--- src/rtl/tap_tempo_detector.sv ---
// Tap-tempo interval detector: measures sample ticks between taps, debounces, times out,
// and averages the last AVG_DEPTH intervals. Optional outlier rejection: TD_OUTLIER_REJECT_EN.
module tap_tempo_detector #(
   parameter int TD_MAX_TIME = 100_000,
   parameter int TD_MIN_TIME = 400,
   parameter int AVG_DEPTH   = 4,
   parameter int DW          = $clog2(TD_MAX_TIME + 1)
) (
   input  logic          clk_i,
   input  logic          srst_i,
   input  logic          sample_tick_i,
   input  logic          trigger_i,
   output logic [DW-1:0] detected_time_o,
   output logic          valid_stb_o,
   output logic          avg_full_o,
   output logic          timeout_stb_o
);

   localparam int LW = $clog2(AVG_DEPTH);
   localparam int FW = LW + 1;
   localparam int SW = DW + LW;
   localparam logic [DW-1:0] MAX_CNT = DW'(TD_MAX_TIME);
   localparam logic [DW-1:0] MIN_CNT = DW'(TD_MIN_TIME);
   localparam logic [FW-1:0] FULL    = FW'(AVG_DEPTH);

   typedef enum logic {IDLE, ARMED} state_t;

   state_t          state, next_state;
   logic [DW-1:0]   cnt, cnt_next;
   logic [FW-1:0]   fill, fill_upd;
   logic [LW-1:0]   ptr;
   logic [SW-1:0]   sum, sum_upd;
   logic [DW-1:0]   evicted;
   logic [DW-1:0]   hist [AVG_DEPTH];
   logic            accept, restart, timeout;
   logic            push, seed;

   function automatic logic [DW-1:0] sat_inc(input logic [DW-1:0] c, input logic en);
      return (en && c != MAX_CNT) ? c + DW'(1) : c;
   endfunction

   // Truncating divide by the power-of-two history depth.
   function automatic logic [DW-1:0] avg_of(input logic [SW-1:0] s);
      return DW'(s >> LW);
   endfunction

   // Decision stage: classify the current trigger against the registered counter.
   always_comb begin
      next_state = state;
      accept     = 1'b0;
      restart    = 1'b0;
      timeout    = 1'b0;
      case (state)
         IDLE: begin
            if (trigger_i) next_state = ARMED;
         end
         ARMED: begin
            if (trigger_i && cnt > MIN_CNT && cnt < MAX_CNT) begin
               accept = 1'b1;
            end else if (trigger_i && cnt == MAX_CNT) begin
               restart = 1'b1;
            end else if (cnt == MAX_CNT) begin
               timeout    = 1'b1;
               next_state = IDLE;
            end
         end
         default: next_state = IDLE;
      endcase
   end

   always_comb begin
      cnt_next = sat_inc(cnt, sample_tick_i);
      if (state == IDLE || accept || restart || timeout) cnt_next = '0;
      evicted  = (fill == FULL) ? hist[ptr] : '0;
      sum_upd  = sum + SW'(cnt) - SW'(evicted);
      fill_upd = (fill == FULL) ? fill : fill + FW'(1);
   end

`ifdef TD_OUTLIER_REJECT_EN
   logic          rej;
   logic          outlier, park;
   logic [DW-1:0] avg, dev;

   always_comb begin
      avg     = avg_of(sum);
      dev     = (cnt >= avg) ? cnt - avg : avg - cnt;
      outlier = avg_full_o && (dev > (avg >> 2));
      push    = accept && !outlier;
      park    = accept && outlier && !rej;
      seed    = accept && outlier && rej;
   end

   always_ff @(posedge clk_i) begin
      if (srst_i) begin
         rej <= 1'b0;
      end else if (restart || timeout || push || seed) begin
         rej <= 1'b0;
      end else if (park) begin
         rej <= 1'b1;
      end
   end
`else
   assign push = accept;
   assign seed = 1'b0;
`endif

   always_ff @(posedge clk_i) begin
      if (srst_i) state <= IDLE;
      else        state <= next_state;
   end

   // Register stage: counter, history bookkeeping and strobed outputs.
   always_ff @(posedge clk_i) begin
      if (srst_i) begin
         cnt             <= '0;
         fill            <= '0;
         ptr             <= '0;
         sum             <= '0;
         detected_time_o <= '0;
         valid_stb_o     <= 1'b0;
         avg_full_o      <= 1'b0;
         timeout_stb_o   <= 1'b0;
      end else begin
         cnt           <= cnt_next;
         valid_stb_o   <= push | seed;
         timeout_stb_o <= timeout;
         if (restart || timeout) begin
            fill       <= '0;
            ptr        <= '0;
            sum        <= '0;
            avg_full_o <= 1'b0;
         end else if (push) begin
            ptr             <= ptr + LW'(1);
            sum             <= sum_upd;
            fill            <= fill_upd;
            avg_full_o      <= (fill_upd == FULL);
            detected_time_o <= (fill_upd == FULL) ? avg_of(sum_upd) : cnt;
         end else if (seed) begin
            ptr             <= LW'(1);
            sum             <= SW'(cnt);
            fill            <= FW'(1);
            avg_full_o      <= 1'b0;
            detected_time_o <= cnt;
         end
      end
   end

   // History storage carries no reset; fill/ptr define which entries are meaningful.
   always_ff @(posedge clk_i) begin
      if (push)      hist[ptr] <= cnt;
      else if (seed) hist[0]   <= cnt;
   end

endmodule

--- config.mk ---
export PLATFORM = sky130hd
export DESIGN_NAME = tap_tempo_detector
export DESIGN_NICKNAME = d
export VERILOG_FILES = /design/src/rtl/tap_tempo_detector.sv
export SDC_FILE = /design/constraint.sdc
export NUM_CORES = 1
export LEC_CHECK = 0
export CORE_MARGIN = 2
export CORE_UTILIZATION = 45
export CTS_BUF_LIST = sky130_fd_sc_hd__clkbuf_8
export CTS_CLUSTER_SIZE = 16
export DETAILED_ROUTE_END_ITERATION = 16
export DONT_BUFFER_PORTS = 1
export SYNTH_ARGS = -nofsm -noshare
export SYNTH_HDL_FRONTEND = slang
export SYNTH_SLANG_ARGS = --single-unit
--- constraint.sdc ---
create_clock -name clk_i -period 4.9 [get_ports clk_i]
set_input_delay 0.98 -clock clk_i [delete_from_list [all_inputs] [get_ports clk_i]]
set_output_delay 0.98 -clock clk_i [all_outputs]
set_load 0.1 [all_outputs]
Yosys cells after proc, flatten, opt, wreduce, memory -nomap -nowiden
Memories as Yosys holds them, arrays and structs flattened. A register that Yosys moved wholly into a read port is not among the register bits.
Index checks and enable logic that the tools add are counted.
- register bits after elaboration: 62
- RAM bits: 68
- input bits: 4
- logic and storage cells: 55
- memories: 1
- $add $sub $neg: 5
- magnitude comparators: 2
- equality and inequality tests: 4
- multiplexer cells: 21
- bitwise gates (word level): 2
- reductions and logical operators: 11
- memory list (name ; depth ; width ; rd ports ; clocked after Yosys merged registers in ; write ports ; RTL line ; text):
    hist ; 4 ; 17 ; 1 ; 1 ; 1 ; 34 ; logic [DW-1:0] hist [AVG_DEPTH];
- operators by type and width (operator ; number):
    2-to-1 mux 17 bit ; 2
    adder 19 x 17 -> 19 bit ; 1
    subtractor 19 x 17 -> 19 bit ; 1
    adder 17 x 1 -> 17 bit, second input constant ; 1
    == test 17 bit, second input constant ; 1
    greater-than comparator 17 x 9 -> 1 bit, second input constant ; 1
    < comparator 17 bit, second input constant ; 1
    inequality test 17 bit, second input constant ; 1
    2-to-1 mux 1 bit ; 15
    == test 3 bit, second input constant ; 2
    logical AND 1 bit ; 4
    logical OR 1 bit ; 4
    2-to-1 mux 2 bit ; 2
    OR reduction 2 bit ; 2
    adder 3 x 1 -> 3 bit, second input constant ; 1
    2-to-1 mux 3 bit ; 1
    adder 2 x 1 -> 2 bit, second input constant ; 1
    NOT 1 bit ; 2
    one-hot mux 1 bit (2 select lines) ; 1
    AND reduction 2 bit ; 1

Longest topological paths before layout
Gate-level depths: netlist of run 1.
- depth after elaboration: 9
- mapped depth: 15

Least setup slack after synthesis of run 1
Ideal clock, no wire load.
- kind: flip-flop to flip-flop
- start point: register (tool-made name)
- end point: register detected_time_o[12]
- setup time: 74 ps
- data arrival time: 4315 ps
- data required time: 4826 ps
- slack: 510 ps
- cell stages (with the launch flop): 14
- path buffers: 2
- period minus slack after synthesis: 4390 ps
- path through: dfxtp_1 clkbuf_1 buf_2 mux4_2 nor2b_1 fa_1 inv_1 fa_1 a21o_1 a221oi_1 o221ai_1 a21oi_1 mux2_2 a31oi_1
- RTL lines (element ; RTL line ; text):
    end signal, assigned ; 137 ; detected_time_o <= (fill_upd == FULL) ? avg_of(sum_upd) : cnt;
    end signal, assigned ; 143 ; detected_time_o <= cnt;
    end, declared ; 13 ; output logic [DW-1:0] detected_time_o,

==> key figures, run 1 <==
Status
  – Run status: complete, no violations

Synth
  – Post-Syn Area: 7032 um2
  – Register area share after synthesis: 0.4726
  – Fraction of registers with async set/reset: 0
  – Mapped Avg Cell Area: 10.56 um2
  – Synth top area cells: edfxtp_1, dfxtp_1, mux4_2
  – Post-Syn Nets: 714
  – Yosys warns: 0
  – Post-synth EDFFs: 68
  – Dominant synthesized flop cell: edfxtp_1
  – Synth cell types: 70
  – Top cell type's share of synthesized area: 0.2904
  – Yosys top cell by area: edfxtp_1
  – Yosys reg bits: 132
  – Cell count after synthesis: 666

Place
  – Port buffer count: 0
  – Placed cells: 855
  – HPWL Detailed: 11990 um
  – GP Congestion: 0.8650

CTS
  – CTS tree: yes
  – CTS Sinks: 132
  – Setup Buffers After CTS: 0
  – Max clock buf depth: 2
  – H-tree levels: 4
  – Clk root buf: clkbuf_8
  – Clock insertion delay at the later pin of the skew report: 0.45 ns
  – # hold bufs at CTS: 0
  – Post-CTS Resized: 0
  – Worst-path clk slew: 0.09 ns
  – CTS buffer count: 17

Power
  – Sw Ratio: 0.2319
  – Internal cell power: 1.550 mW
  – Sw Pwr: 0.4682 mW
  – P_leak: 2.779 nW
  – Logic pwr share: 0.012
  – Worst vdd ir: 0.0001442 V
  – Share of total power in the clock network: 0.417
  – Power Dens Cells: 266.6 nW/um2
  – Sequential share of power: 0.571

Timing
  – Min cycle time layout: 4.522 ns
  – Slew margin rel.: 0.2361
  – Setup TNS: 0 ns
  – Fmax: 221.2 MHz
  – Final worst path period share: 0.9228
  – Unrepaired setup endpoints after global routing: false
  – Hold Fails Final Rpt: 0
  – Setup Skew: 0.01354 ns
  – Worst-margin pin slew: 1.146 ns
  – Final setup fails: 0
  – Slew Viols, Final: 0

Detailed routing
  – DRC Markers: 0
  – DRT Pass-1 Iters: 5
  – Via-to-Cell Ratio: 5.638
  – Vias: 5001
  – Routed WL per cell: 19.08 um
  – Iteration-0 DRC Markers: 382
  – DRT Wirelength: 16920 um
  – DRT antenna net count: 0

Finish
  – Register area: 3323 um2
  – Area of the multi-input gates: 3302 um2
  – # fillers: 1420
  – Fraction of layout cells with a size suffix above 1: 0.1021
  – Final Net Count: 711
  – Post-route insts no fill: 887
  – Antenna cells: 0
  – Area grow syn2layout: 7.651%

Die
  – Initial Util: 0.4608
  – Core area: 15260 um2
  – Die footprint: 16640 um2
  – Row cnt: 45
  – Die extent in y: 129.0 um
  – Die width: 129.0 um
  – Ports: 24

Setup path
  – R2R depth: 12
  – Critical path arrival: 4.87 ns
  – CP Capture Type: flop
  – Critical path type: reg2reg
  – WP data required: 5.25 ns
  – Crit start category: flop
  – Capture point of the critical path: sum[18]$_SDFFE_PP0P_
  – Flop2flop setup slack: 0.38 ns
  – Worst reg2reg endpoint: sum[18]$_SDFFE_PP0P_
  – Max FO, Critical Path: 12

Global route
  – Remaining Overflow, GRT: 0
  – Tot GR Track Use: 0.2167
  – Pin count of the biggest net entering global routing: 35
  – First-pass GRT wire length: 26870 um
  – Antenna violations before repair: 0
  – Vias in the first global route: 4965

Run
  – Max_cap viols: 0

Hold path
  – Hold/Removal Path Class: reg2reg
## power by group through the flow
| stage | combinational, mW | clock (mW) | sequential (mW) |
|---|---|---|---|
| floorplan | 0.0203 | 0 | 1.18 |
| detailed placement | 0.0240 | 0 | 1.18 |
| global placement | 0.0238 | 0 | 1.18 |
| CTS | 0.0241 | 0.856 | 1.15 |
| finish | 0.0244 | 0.842 | 1.15 |
| global route | 0.0267 | 0.906 | 1.15 |
## worst max-delay path, stage by stage (launching register included)
cell,delay [ns]
dfxtp_1,0.54
buf_4,0.35
mux4_2,0.53
nor2b_1,0.15
fa_1,0.51
inv_1,0.05
ha_1,0.37
and3_1,0.21
a221oi_1,0.64
o221ai_1,0.29
a41oi_1,0.38
a21oi_1,0.13
mux2_2,0.28
## registers in the layout (all words and copies together), names as in the netlist, named ones only
register,cells
hist,68
sum,19
cnt,17
detected_time_o,17
fill,3
ptr,2
avg_full_o,1
state,1
timeout_stb_o,1
valid_stb_o,1
## layer usage
layer | routed length, um | track usage | vias up
li1 | - | - | 2375
met1 | 7760 | 0.2914 | 2464
met2 | 7927 | 0.3427 | 139
met3 | 914 | 0.05530 | 23
met4 | 319 | 0.07545 | 0
met5 | 0 | 0 | -
## area by class of cell
class | count | area share
Sequential cell | 132 | 0.4390
Clock inverter | 15 | 0.01587
Inverter | 77 | 0.03818
Clock buffer | 17 | 0.03091
Timing Repair Buffer | 5 | 0.004959
Multi-Input combinational cell | 430 | 0.4362
Tap cell | 211 | 0.03488
## cells by family after synthesis
logic type      Yosys count  synth area share
compound gates          118            0.1112
xor+xnor                 28           0.03488
fa+ha+maj                44           0.09644
buf+inv                 104           0.05836
flops                   132            0.4726
mux                      23           0.06352
simple gates            217            0.1630
## how the worst min path moves through the flow
stage,start,to,slack [ns],cells past startpoint
finish,sum[0]$_SDFFE_PP0P_,sum[0]$_SDFFE_PP0P_,0.46,2
global route,sum[8]$_SDFFE_PP0P_,sum[8]$_SDFFE_PP0P_,0.48,1
CTS,sum[0]$_SDFFE_PP0P_,sum[0]$_SDFFE_PP0P_,0.46,2
detailed placement,sum[13]$_SDFFE_PP0P_,sum[13]$_SDFFE_PP0P_,0.44,1
global placement,sum[0]$_SDFFE_PP0P_,sum[0]$_SDFFE_PP0P_,0.44,2
floorplan,sum[13]$_SDFFE_PP0P_,sum[13]$_SDFFE_PP0P_,0.43,1
## per-stage QoR
stage                     power [mW]  worst slack (ns)    util  area, um2  hold slack, ns
after floorplan                1.197            0.5104       -       7032          0.4265
after global placement         1.201            0.4058  0.4729       7216          0.4432
after detailed placement       1.202            0.3316  0.4729       7216          0.4435
after CTS                      2.032            0.3437  0.4961       7570          0.4584
after global routing           2.084           0.03869  0.4961       7570          0.4841
final                          2.018            0.3783  0.4961       7570          0.4570
## cells in the final DEF, fill, tap and decap left out, types with 11 or more instances in the layout
master / netlist / routed
nor4_1: 11 / 11
nor2b_1: 17 / 17
dfxtp_1: 64 / 64
nor3_1: 16 / 16
nand3_1: 15 / 15
edfxtp_1: 68 / 68
inv_1: 76 / 78
clkbuf_8: 0 / 17
a211oi_1: 11 / 11
nand4_1: 11 / 11
a21oi_1: 43 / 42
xnor2_1: 25 / 25
nor2_1: 50 / 50
o21ai_0: 19 / 19
nand2_1: 50 / 50
ha_1: 27 / 27
fa_1: 17 / 17
mux4_2: 17 / 17
## Yosys cell counts, drive strengths merged, types with 5 or more instances
master	count
a211oi	11
a21o	6
a21oi	43
and3	9
buf	11
clkbuf	16
dfxtp	64
edfxtp	68
fa	17
ha	27
inv	77
mux4	17
nand2	51
nand3	16
nand4	13
nand4b	5
nor2	51
nor2b	17
nor3	17
nor4	11
o211ai	5
o21ai	20
xnor2	25
(Power assumes the default switching activity.)
==> run 2, diff against run 1 <==
Settings changed: CELL_PAD_IN_SITES_DETAIL_PLACEMENT from default to 1, CELL_PAD_IN_SITES_GLOBAL_PLACEMENT from default to 2, CORE_UTILIZATION 45 to 44, PLACE_DENSITY_LB_ADDON from default to 0.1.
Clock period 4.9 ns to 4.8 ns, I/O delays scaled along.
==> run 2 against run 1 <==
Compared with the run above:
- clock skew about the same
- sequential share of layout area shrank 0.32 points
- clock power grew 5.5%
- hold slack improved by 0.011 ns
- power up 3.6%
- critical path type unchanged
- highest routed layer unchanged
==> key figures, run 2 (synthesized netlist as in run 1, its figures left out) <==
CTS
  – Post-CTS Resized: 0
  – Worst-path clk slew: 0.09 ns
  – CTS tree: yes
  – Clk root buf: clkbuf_8
  – H-tree levels: 4
  – Setup Buffers After CTS: 0
  – CTS buffer count: 17
  – # hold bufs at CTS: 0
  – Clock insertion delay at the later pin of the skew report: 0.45 ns
  – CTS Sinks: 132
  – Max clock buf depth: 2

Timing
  – Setup Skew: 0.01344 ns
  – Hold Fails Final Rpt: 0
  – Final worst path period share: 0.9082
  – Final setup fails: 0
  – Slew Viols, Final: 0
  – Unrepaired setup endpoints after global routing: false
  – Setup TNS: 0 ns
  – Worst hold slack: 0.4685 ns
  – Slew margin rel.: 0.2871
  – Worst-margin pin slew: 1.068 ns
  – Fmax: 229.4 MHz
  – Min cycle time layout: 4.359 ns
  – Final WS setup: 0.4406 ns

Setup path
  – CP max stage delay: 0.59 ns
  – Crit start category: flop
  – Max FO, Critical Path: 13
  – WP data required: 5.15 ns
  – R2R depth: 12
  – Kind of cell adding the most delay to the critical path: compound AO/OA/AOI/OAI gates
  – WP depth: 12
  – Worst path bufs/invs: 2
  – Critical path type: reg2reg
  – Slowest stage cell on the critical path: nor3_1
  – Critical path cell sequence: buf_12, mux4_2, nor2b_1, fa_1, inv_1, ha_1, a21oi_1, o21ai_0, a221o_1, nor3_1, xnor2_1, a22o_1
  – Critical path arrival: 4.71 ns
  – CP Capture Type: flop

Detailed routing
  – DRT antenna net count: 0
  – M1 WL: 8938 um
  – DRC Markers: 0
  – Vias: 4943
  – Routed WL per cell: 20.89 um
  – DRT Wirelength: 18670 um
  – Routed wl met3: 726 um
  – DRT Pass-1 Iters: 4
  – Iteration-0 DRC Markers: 281
  – Top sig layer: met4
  – Met2 Routed Length: 8727 um
  – Via-to-Cell Ratio: 5.529

Die
  – Row cnt: 46
  – Die width: 130.4 um
  – Die footprint: 17010 um2
  – Ports: 24
  – Core area: 15770 um2
  – Initial Util: 0.4459
  – Die extent in y: 130.4 um

Finish
  – Register area: 3323 um2
  – Fin util: 0.4835
  – Final Net Count: 714
  – Commonest cells after routing, fill and taps aside: inv_1, edfxtp_1, dfxtp_1
  – Top flop regs: hist: 68 flops, sum: 19 flops
  – Area of the multi-input gates: 3302 um2
  – Max reg flops: 68
  – Area grow syn2layout: 8.434%
  – Fraction of layout cells with a size suffix above 1: 0.1077
  – # fillers: 1761
  – Commonest non-fill, non-tap cell in the layout: inv_1
  – Post-route insts no fill: 894
  – Design area: 7625 um2
  – Reg with most FFs: hist
  – Antenna cells: 0

Place
  – Post-DP Area: 7257 um2
  – Port buffer count: 0
  – Placed cells: 863
  – DP Worst Slack: 0.4896 ns
  – GP Congestion: 0.8629
  – HPWL Detailed: 13720 um

Global route
  – Vias in the first global route: 5183
  – Remaining Overflow, GRT: 0
  – Tot GR Track Use: 0.2368
  – Antenna violations before repair: 0
  – First-pass GRT wire length: 29500 um
  – Pin count of the biggest net entering global routing: 35

Run
  – Max_cap viols: 0

Power
  – Share of total power in the clock network: 0.425
  – Internal cell power: 1.593 mW
  – Sequential share of power: 0.563
  – Power Dens Cells: 274.2 nW/um2
  – Logic pwr share: 0.013
  – Sw Pwr: 0.4975 mW
  – Worst vdd ir: 0.0001541 V
  – Sw Ratio: 0.2379
  – Total Power: 2.091 mW
  – P_leak: 2.806 nW

Status
  – Run status: complete, no violations

Hold path
  – WHS Path Cells: 2
  – Hold/Removal Path Class: reg2reg
-- run 2: worst paths after layout --
| path | start | end | slack [ns] |
|---|---|---|---|
| min | sum[5]$_SDFFE_PP0P_ | sum[5]$_SDFFE_PP0P_ | 0.47 |
| max | flop | sum[15]$_SDFFE_PP0P_ | 0.44 |
| max reg2reg | flop | sum[15]$_SDFFE_PP0P_ | 0.44 |
| min reg2reg | sum[5]$_SDFFE_PP0P_ | sum[5]$_SDFFE_PP0P_ | 0.47 |
-- run 2: cell type report --
cell class | instances | area share
sequential | 132 | 0.4358
clock buffer | 17 | 0.03069
timing repair buffer | 8 | 0.009518
inverter | 77 | 0.03791
clock inverter | 14 | 0.01756
multi-input combinational | 430 | 0.4330
tap | 216 | 0.03544
-- run 2: routing by layer --
layer  vias up  GRT usage
li1       2366          -
met1      2473     0.3360
met2        82     0.3723
met3        22    0.04031
met4         0    0.07885
met5         -          0
-- run 2: worst reg2reg max path, stage by stage, from the launching register on --
cell     delay [ns]
dfxtp_1        0.54
buf_12         0.22
mux4_2         0.52
nor2b_1        0.16
fa_1           0.50
inv_1          0.04
ha_1           0.40
a21oi_1        0.25
o21ai_0        0.26
a221o_1        0.43
nor3_1         0.59
xnor2_1        0.14
a22o_1         0.21
-- run 2: power groups by stage --
stage	clock, mW	sequential [mW]	combinational, mW
6_report	0.888	1.18	0.0265
5_1_grt	0.961	1.18	0.0288
4_1_cts	0.910	1.18	0.0267
3_5_place_dp	0	1.20	0.0265
3_3_place_gp	0	1.20	0.0263
2_1_floorplan	0	1.20	0.0207
